## src/rtl/tdm_pkg.sv

```systemverilog
`default_nettype none
// ============================================================================
// Module   : tdm_pkg
// Purpose  : Shared types and constants for the 1:4 TDM demultiplexer.
//            Provides the channel count, the slot width and type, the routing
//            mode encoding, the round-robin slot states and their successor
//            function.
// Revision : 1.0 - initial release
// ============================================================================
package tdm_pkg;

  localparam int NUM_CH = 4;
  localparam int SLOT_W = 2;

  typedef logic [SLOT_W-1:0] slot_t;

  typedef enum logic {
    MODE_SEL = 1'b0,
    MODE_RR  = 1'b1
  } demux_mode_e;

  // Round-robin pointer states; the encoding equals the slot number.
  typedef enum logic [SLOT_W-1:0] {
    S0 = 2'd0,
    S1 = 2'd1,
    S2 = 2'd2,
    S3 = 2'd3
  } slot_state_e;

  function automatic slot_state_e next_slot(input slot_state_e s);
    slot_state_e n;
    case (s)
      S0:      n = S1;
      S1:      n = S2;
      S2:      n = S3;
      default: n = S0;
    endcase
    return n;
  endfunction

endpackage
`default_nettype wire

```

## src/rtl/tdm_demux_1to4_chan_reg.sv

```systemverilog
`default_nettype none
// ============================================================================
// Module   : demux_chan_reg
// Purpose  : One-entry holding register for a single demux output channel.
//            A load always wins over a drain, so a word can pass through at
//            full rate. The last word stays in q after it is drained.
// Ports    : clk      - clock
//            rst_n    - asynchronous active-low reset
//            load     - capture d this edge (the caller gates it with can_load)
//            d        - incoming word
//            ack      - consumer takes the held word
//            q        - held word
//            valid    - register holds an unconsumed word
//            can_load - register is empty or is being drained this cycle
// Revision : 1.0 - initial release
// ============================================================================
module demux_chan_reg
  import tdm_pkg::*;
#(
  parameter int W = 8
) (
  input  logic         clk,
  input  logic         rst_n,
  input  logic         load,
  input  logic [W-1:0] d,
  input  logic         ack,
  output logic [W-1:0] q,
  output logic         valid,
  output logic         can_load
);

  assign can_load = ~valid | ack;

  always_ff @(posedge clk or negedge rst_n) begin
    if (!rst_n) begin
      q     <= '0;
      valid <= 1'b0;
    end else if (load) begin
      q     <= d;
      valid <= 1'b1;
    end else if (ack) begin
      // An ack on an empty register leaves it empty.
      valid <= 1'b0;
    end
  end

endmodule
`default_nettype wire

```

## src/rtl/tdm_demux_1to4.sv

```systemverilog
`default_nettype none
// ============================================================================
// Module   : tdm_demux_1to4
// Purpose  : Four-channel time-division demultiplexer. Words arriving on a
//            valid/ready stream are steered to one of four holding registers,
//            either by in_sel (mode=0) or by a round-robin slot pointer
//            (mode=1). A stalled channel back-pressures only the words that
//            target it.
// Ports    : clk, rst_n          - clock, asynchronous active-low reset
//            mode                - 0 explicit select, 1 round-robin
//            resync              - forces the slot pointer to 0 next edge
//            in_valid/in_ready   - input handshake
//            in_data, in_sel     - input word and explicit target channel
//            out_data            - channel c in bits [c*W +: W]
//            out_valid, out_ack  - per-channel output handshake
//            slot                - current round-robin pointer
//            frame_done          - pulses the cycle after a slot-3 accept
// Revision : 1.0 - initial release
// ============================================================================
module tdm_demux_1to4
  import tdm_pkg::*;
#(
  parameter int W = 8
) (
  input  logic                clk,
  input  logic                rst_n,
  input  logic                mode,
  input  logic                resync,
  input  logic                in_valid,
  output logic                in_ready,
  input  logic [W-1:0]        in_data,
  input  logic [SLOT_W-1:0]   in_sel,
  output logic [NUM_CH*W-1:0] out_data,
  output logic [NUM_CH-1:0]   out_valid,
  input  logic [NUM_CH-1:0]   out_ack,
  output logic [SLOT_W-1:0]   slot,
  output logic                frame_done
);

  slot_state_e           state;
  slot_state_e           state_nxt;
  logic                  frame_done_nxt;
  slot_t                 tgt;
  logic                  accept;
  logic                  rr_mode;
  logic [NUM_CH-1:0]     load;
  logic [NUM_CH-1:0]     can_load;

  assign rr_mode = (demux_mode_e'(mode) == MODE_RR);
  assign tgt     = rr_mode ? slot_t'(state) : in_sel;
  assign in_ready = can_load[tgt];
  assign accept  = in_valid & in_ready;
  assign slot    = slot_t'(state);

  generate
    for (genvar c = 0; c < NUM_CH; c++) begin : g_ch
      assign load[c] = accept & (tgt == slot_t'(c));

      demux_chan_reg #(
        .W (W)
      ) u_chan (
        .clk      (clk),
        .rst_n    (rst_n),
        .load     (load[c]),
        .d        (in_data),
        .ack      (out_ack[c]),
        .q        (out_data[c*W +: W]),
        .valid    (out_valid[c]),
        .can_load (can_load[c])
      );
    end
  endgenerate

  // Slot pointer state register and registered frame marker.
  always_ff @(posedge clk or negedge rst_n) begin
    if (!rst_n) begin
      state      <= S0;
      frame_done <= 1'b0;
    end else begin
      state      <= state_nxt;
      frame_done <= frame_done_nxt;
    end
  end

  // The pointer only moves on round-robin accepts. Resync overrides the
  // advance, but the word accepted on that edge still used the old slot, so
  // the frame marker is decided from the old state independently.
  always_comb begin
    state_nxt      = state;
    frame_done_nxt = 1'b0;
    if (rr_mode && accept) begin
      state_nxt      = next_slot(state);
      frame_done_nxt = (state == S3);
    end
    if (resync) begin
      state_nxt = S0;
    end
  end

endmodule
`default_nettype wire

```

## config.mk

```make
export PLATFORM = sky130hd
export DESIGN_NAME = tdm_demux_1to4
export DESIGN_NICKNAME = d
export VERILOG_FILES = /design/src/rtl/tdm_pkg.sv /design/src/rtl/tdm_demux_1to4_chan_reg.sv /design/src/rtl/tdm_demux_1to4.sv
export SDC_FILE = /design/constraint.sdc
export NUM_CORES = 1
export LEC_CHECK = 0
export ABC_AREA = 1
export BUFFER_PORTS_ARGS = -buffer_cell sky130_fd_sc_hd__buf_4
export CAP_MARGIN = 20
export CORE_MARGIN = 2
export CORE_UTILIZATION = 51
export CTS_BUF_LIST = sky130_fd_sc_hd__clkbuf_4 sky130_fd_sc_hd__clkbuf_8
export DETAILED_ROUTE_END_ITERATION = 10
export PLACE_DENSITY = 0.85
export RECOVER_POWER = 25
export SYNTH_ARGS = -nofsm -noshare
export SYNTH_HDL_FRONTEND = slang
export SYNTH_HIERARCHICAL = 1
export SYNTH_SLANG_ARGS = --single-unit
```

## constraint.sdc

```tcl
create_clock -name clk -period 1.7 [get_ports clk]
set_input_delay 0.085 -clock clk [delete_from_list [all_inputs] [get_ports clk]]
set_output_delay 0.085 -clock clk [all_outputs]
set_load 0.02 [all_outputs]
```

==> results of run 1 <==
==> layout by cell type (no fill, tap or decap) <==
cell,n
buf_4,67
bufinv_16,1
clkbuf_2,1
clkbuf_4,6
dfrtp_1,38
dfrtp_2,1
dlygate4sd3_1,10
ha_1,3
inv_1,12
inv_2,9
nand2_1,116
nand2_2,5
nand3_1,8
nand3_2,1
nor2_1,4
nor3_2,2
o21ai_2,1
==> flip-flops by register name, summed over array words and instances, names as in the netlist <==
register,flops
frame_done,1
g_ch.u_chan/valid,4
g_ch.u_chan/q,32
slot,2
==> power breakdown <==
group          leakage [nW]  internal [mW]  switching (mW)
registers             0.491           1.34           0.273
clock network        0.0417          0.319           0.296
logic                 0.876          0.815            1.15
total                  1.41           2.47            1.72
==> per-stage QoR <==
step	hold slack [ns]	power [mW]	TNS (ns)
4_1_cts	0.004074	4.133	0
3_5_place_dp	0.07597	3.503	-0.01712
2_1_floorplan	-0.2106	2.590	0
5_1_grt	0.01274	4.454	0
3_3_place_gp	0.07394	3.434	0
6_report	0.001034	4.194	0
==> tightest hold or removal path, stage by stage <==
cell	delay [ns]
buf_4	0.07
inv_1	0.03
nand2_1	0.08
nand2_1	0.05
==> cells by family (layout without fill, tap and decap cells) <==
kind of cell               count (synthesis)  count (layout)  share of synthesized area
and+or+nand+nor                          136             136                     0.3190
adders and majority gates                  3               3                    0.02231
AOI/OAI and AO/OA                          1               1                   0.005205
buffers and inverters                     25             106                    0.07360
DFF                                       39              39                     0.5799
==> area by class of cell <==
type	instances	area (um2)	share of cell area
flip-flops and latches	39	977.2	0.4085
well taps	44	55.05	0.02301
multi-input cells	140	598.1	0.2500
repair buffers	78	608.1	0.2542
clock inverters	1	30.03	0.01255
inverters	21	78.83	0.03295
clock buffers	6	45.04	0.01883
==> worst paths after layout <==
| kind | depth (start not counted) | slack [ns] | startpoint | to |
|---|---|---|---|---|
| max | 11 | 0.07 | slot[0] | g_ch[0].u_chan/q[4] |
| min reg2reg | 2 | 0.48 | g_ch[1].u_chan/q[2] | g_ch[1].u_chan/q[2] |
| min in group asynchronous | 2 | 0.40 | rst_n | g_ch[1].u_chan/q[4] |
| max in group asynchronous | 2 | 0.66 | rst_n | slot[0] |
| min | 4 | 0.001 | out_ack[0] | g_ch[0].u_chan/valid |
| max reg2reg | 11 | 0.07 | slot[0] | g_ch[0].u_chan/q[4] |
==> per-layer routing <==
layer | share of wire | routed length [um] | vias up | GRT usage
met3 | 0.081 | 363 | 7 | 0.04202
met4 | 0.0085 | 38 | 0 | 0.1003
li1 | - | - | 766 | -
met2 | 0.51 | 2277 | 84 | 0.4149
met1 | 0.40 | 1809 | 766 | 0.3214
met5 | 0 | 0 | - | 0
==> what timing repair did <==
action,4_1_cts,5_1_grt
hold buffers,10,0
buffers inserted,0,7
gates resized for setup,3,4
hold endpoints to repair,69,0
setup endpoints to repair,18,35
==> summary.txt, run 1 <==
Global routing
  • All-layer global routing usage: 0.2477
  • Remaining global-route overflow: 0
  • Vias in the first global route: 1,484
  • Largest net degree at the start of global routing: 40
  • First-pass GRT wire length: 6699 um
  • Initial antenna violation count: 0

Setup path
  • Max stage delay cell, worst path: dfrtp_2
  • Critical path arrival: 1.87 ns
  • Buf/Inv on CP: 2
  • CP Cell Sequence: nand2_1 > nand3_1 > nand2_1 > nand2_1 > nand2_2 > nand2_2 > nor3_2 > buf_4 > inv_2 > nand2_1 > nand2_1
  • CP top delay family: simple AND/OR/NAND/NOR gates
  • CP most frequent cell: nand2_1
  • WS Path Type: flip-flop to flip-flop
  • Crit. End Element: flip-flop
  • Setup crit start kind: flip-flop
  • Worst-path maximum fanout: 9
  • Critical path's largest stage delay: 0.45 ns
  • Worst Path Required: 1.94 ns

Clocking
  • Later-pin clock latency in the skew report: 0.35 ns
  • Clk pin slew, worst setup/hold paths: 0.12 ns
  • Root buf cell: clkbuf_4
  • CTS buffer count: 5
  • Clk buf depth: 2
  • CTS tree: yes
  • H-Tree Depth: 2
  • Clock net sink count: 39

Power
  • Peak supply drop: 1141 uV
  • Lkg Pwr: 1.408 nW
  • PD cells: 1753 nW/um2

Timing
  • Final hold vios: 0
  • FMAX: 613.5 MHz
  • Tmin final: 1.630 ns
  • Final setup margin: 0.06989 ns
  • Fin crit share: 0.9589
  • Worst-Margin Slew: 0.9354 ns
  • Fin. max-slew vios: 0
  • Final setup fails: 0
  • RSZ-0062 raised after global routing: no
  • Rel. slew slack: 0.3764
  • Final Skew: 0.01189 ns

Yosys
  • Synth top cells by count: nand2_1 (118), dfrtp_1 (39), inv_1 (15), nand3_1 (8), inv_2 (6)
  • Synth Flop Type: dfrtp_1
  • Syn Inst Count: 204
  • Unique masters post-synth: 12
  • Post-synthesis sequential area ratio: 0.5799
  • Post-synth EDFFs: 0
  • Post-synth ARST share: 1.000
  • Post-Syn Area: 1683 um2
  • #FFs+latches synth: 39
  • Share of the synthesized area in the top cell type: 0.5799
  • YS warnings: 6
  • Mean Syn Cell Area: 8.249 um2
  • Top cells by area, synth: dfrtp_1 (58%), nand2_1 (26%), inv_1 (3.3%)
  • Area leader, netlist: dfrtp_1
  • Cell with the most instances after synthesis: nand2_1
  • Syn nets: 226

Die
  • Die area: 3775 um2
  • Die Ht: 61.45 um
  • CORE AREA: 3103 um2
  • Starting density of the core: 0.5423
  • IO Pins: 59
  • Die X: 61.45 um
  • # rows: 20

Final layout
  • Final instance area: 2392 um2
  • Post-layout util: 0.7710
  • Filler instances: 238
  • Area grow syn2layout: 42.16%
  • Layout Nets: 307
  • Share of layout cells above drive strength 1: 0.3298
  • Non-filler instance count after layout: 329
  • Ant diodes: 0

Placement
  • Worst slack at placement: -0.01712 ns
  • Placed insts: 305
  • Post-Place Cell Area: 2152 um2
  • Port Buf Inserts: 58
  • Hpwl dp: 3010 um
  • Gpl congestion: 0.8821

Detailed routing
  • Vias: 1,623
  • Final wirelength: 4489 um
  • DR vias/cell: 4.933
  • Pre-antenna DRT Iters: 4
  • Post-route DRC: 0
  • Antenna-violating nets left: 0
  • Drt initial violations: 82
  • Per-cell routed wire length: 13.64 um

Min path
  • Tightest Hold Check Type: primary input to flip-flop

Status
  • Status: completed

Run
  • Max-cap violation count: 0
(Power assumes the default switching activity.)
==> run 2: changes to the inputs <==
--- a/config.mk
+++ b/config.mk
@@ -13,7 +13,7 @@
 export CTS_BUF_LIST = sky130_fd_sc_hd__clkbuf_4 sky130_fd_sc_hd__clkbuf_8
 export DETAILED_ROUTE_END_ITERATION = 10
 export PLACE_DENSITY = 0.85
-export RECOVER_POWER = 25
+export RECOVER_POWER = 50
 export SYNTH_ARGS = -nofsm -noshare
 export SYNTH_HDL_FRONTEND = slang
 export SYNTH_HIERARCHICAL = 1
==> run 2 against run 1 <==
Against the previous run:
- final cell count unchanged
- clock power increased by 1%
- the run now ends with hold timing left
- register-to-register slack is essentially flat
- core utilization down 2.4 points
- hold slack worse by 0.015 ns
- sequential share of layout area grew 1.3 points
- first-iteration DRC count grew 15%
- sequential power barely moved
==> summary.txt, run 2 (synthesis results as in run 1) <==
Global routing
  • Initial antenna violation count: 0 (unchanged)
  • Remaining global-route overflow: 0 (unchanged)
  • Vias in the first global route: 1,484 (unchanged)
  • First-pass GRT wire length: 6699 um (unchanged)
  • Largest net degree at the start of global routing: 40 (unchanged)
  • All-layer global routing usage: 0.2477 (unchanged)

Status
  • Failing checks: hold timing
  • Status: finished with violations

Final layout
  • Layout Nets: 307 (unchanged)
  • Largest register FFs: 32 (unchanged)
  • Area grow syn2layout: 37.70%
  • Most flops, register: g_ch.u_chan/q
  • Non-filler instance count after layout: 329 (unchanged)
  • Commonest non-fill, non-tap cell in the layout: nand2_1
  • Ant diodes: 0 (unchanged)
  • Most frequent cells in the layout: nand2_1 (116), buf_4 (47), dfrtp_1 (38)
  • Share of layout cells above drive strength 1: 0.2596 (-0.07018)

Setup path
  • Worst-path maximum fanout: 9 (unchanged)
  • Critical path's largest stage delay: 0.45 ns (about the same)
  • Setup crit start kind: flip-flop
  • Critical path arrival: 1.87 ns (about the same)
  • WS Path Type: flip-flop to flip-flop
  • Buf/Inv on CP: 2 (unchanged)
  • Crit. End Element: flip-flop
  • CP top delay family: simple AND/OR/NAND/NOR gates
  • CP Cell Sequence: nand2_1 > nand3_1 > nand2_1 > nand2_1 > nand2_2 > nand2_2 > nor3_2 > buf_4 > inv_2 > nand2_1 > nand2_1
  • Worst Path Required: 1.95 ns (about the same)
  • Max stage delay cell, worst path: dfrtp_2
  • CP most frequent cell: nand2_1

Placement
  • Hpwl dp: 3010 um (unchanged)
  • Port Buf Inserts: 58 (unchanged)
  • Gpl congestion: 0.8821 (unchanged)
  • Worst slack at placement: -0.01712 ns (unchanged)
  • Placed insts: 305 (unchanged)

Timing
  • Rel. slew slack: 0.3806 (+0.004175)
  • Setup TNS: 0 ns (unchanged)
  • Hold WS: -0.01376 ns (-0.01479 ns)
  • Final setup margin: 0.07811 ns (+0.008215 ns)
  • Final setup fails: 0 (unchanged)
  • FMAX: 616.6 MHz (+0.51%)
  • Final hold vios: 3 (+3)
  • Final Skew: 0.01374 ns (+0.001850 ns)
  • Fin. max-slew vios: 0 (unchanged)
  • Fin crit share: 0.9541 (-0.004832)
  • Tmin final: 1.622 ns (-0.008215 ns)
  • Worst-Margin Slew: 0.9292 ns (-0.006263 ns)
  • RSZ-0062 raised after global routing: no

Detailed routing
  • Drt initial violations: 94 (+15%)
  • Vias: 1,617 (-0.37%)
  • Post-route DRC: 0 (unchanged)
  • Pre-antenna DRT Iters: 7 (+3)
  • Final wirelength: 4518 um (+0.65%)
  • DR vias/cell: 4.915 (-0.37%)
  • Per-cell routed wire length: 13.73 um (+0.65%)
  • Antenna-violating nets left: 0 (unchanged)

Power
  • Peak supply drop: 1094 uV (-4.1%)
  • PD cells: 1740 nW/um2 (-0.77%)
  • Lkg Pwr: 1.330 nW (-5.5%)
  • Clock power share: 0.154 (+0.007)
  • Logic pwr share: 0.448 (-0.021)
  • Flop pwr share: 0.398 (+0.014)
  • Internal power: 2.304 mW (-6.8%)
  • Net Switching: 1.727 mW (+0.29%)
  • Net Sw Frac: 0.4285 (+0.01783)

Die
  • Die area: 3775 um2 (unchanged)
  • Die Ht: 61.45 um (unchanged)
  • CORE AREA: 3103 um2 (unchanged)
  • Starting density of the core: 0.5423 (unchanged)
  • Die X: 61.45 um (unchanged)
  • # rows: 20 (unchanged)
  • IO Pins: 59 (unchanged)

Clocking
  • CTS buffer count: 5 (unchanged)
  • Clock net sink count: 39 (unchanged)
  • Root buf cell: clkbuf_4
  • Clk pin slew, worst setup/hold paths: 0.12 ns (about the same)
  • CTS tree: yes
  • Clk buf depth: 2 (unchanged)
  • H-Tree Depth: 2 (unchanged)
  • Later-pin clock latency in the skew report: 0.36 ns (about the same)

Run
  • Max-cap violation count: 0 (unchanged)

Min path
  • Tightest Hold Check Type: primary input to flip-flop
[run 2: cell count changes in the layout (fill, tap and decap cells not counted)]
cell	delta
buf_4	-20
clkbuf_1	+20
[run 2: layer usage]
metal  GRT usage  vias up  routed length [um]
li1            -      767                   -
met1      0.3214      758                1860
met2      0.4149       85                2277
met3     0.04202        7                 336
met4      0.1003        0                  43
met5           0        -                   0
[run 2: metrics by stage]
stage	instance area (um2)	util	total power, mW
floorplan	1684	-	2.590
CTS	2332	0.7516	4.133
detailed placement	2152	0.6935	3.503
global placement	2152	0.6935	3.434
finish	2317	0.7468	4.032
global route	2317	0.7468	4.279
[run 2: worst register-to-register path, delay by kind of cell, from the launching register on]
kind | cells | cell delay [ns]
flip-flops | 1 | 0.45
buffers and inverters | 2 | 0.25
AND/OR/NAND/NOR | 9 | 0.84
[run 2: worst paths after layout]
| kind | start | endpoint | slack [ns] | depth (start not counted) |
|---|---|---|---|---|
| hold / removal | out_ack[0] | g_ch[0].u_chan/valid | -0.01 | 4 |
| setup / recovery | slot[0] | g_ch[0].u_chan/q[4] | 0.08 | 11 |
| min in group asynchronous | rst_n | g_ch[1].u_chan/q[4] | 0.38 | 2 |
| setup reg to reg | slot[0] | g_ch[0].u_chan/q[4] | 0.08 | 11 |
| hold reg to reg | g_ch[1].u_chan/q[2] | g_ch[1].u_chan/q[2] | 0.48 | 2 |
| max in group asynchronous | rst_n | slot[0] | 0.68 | 2 |
[run 2: what timing repair did]
action / 4_1_cts / 5_1_grt
resized for setup: 3 / 4
endpoints found under the setup margin: 18 / 35
hold endpoints to repair: 69 / 0
setup buffers: 0 / 7
hold buffers: 10 / 0
[run 2: power by group through the flow]
stage                     combinational [mW]  sequential [mW]  clock [mW]
after floorplan                        0.498             2.09           0
after global placement                  1.84             1.60           0
after detailed placement                1.90             1.60           0
after CTS                               1.92             1.60       0.612
after global routing                    1.97             1.65       0.654
final                                   1.80             1.61       0.621
[run 2: final cells by class]
type / count / area, um2
Inverter: 21 / 78.83
Clock inverter: 1 / 30.03
Tap cell: 44 / 55.05
Clock buffer: 6 / 45.04
Multi-Input combinational cell: 140 / 598.1
Sequential cell: 39 / 977.2
Fill cell: 262 / 785.8
Timing Repair Buffer: 78 / 533.0
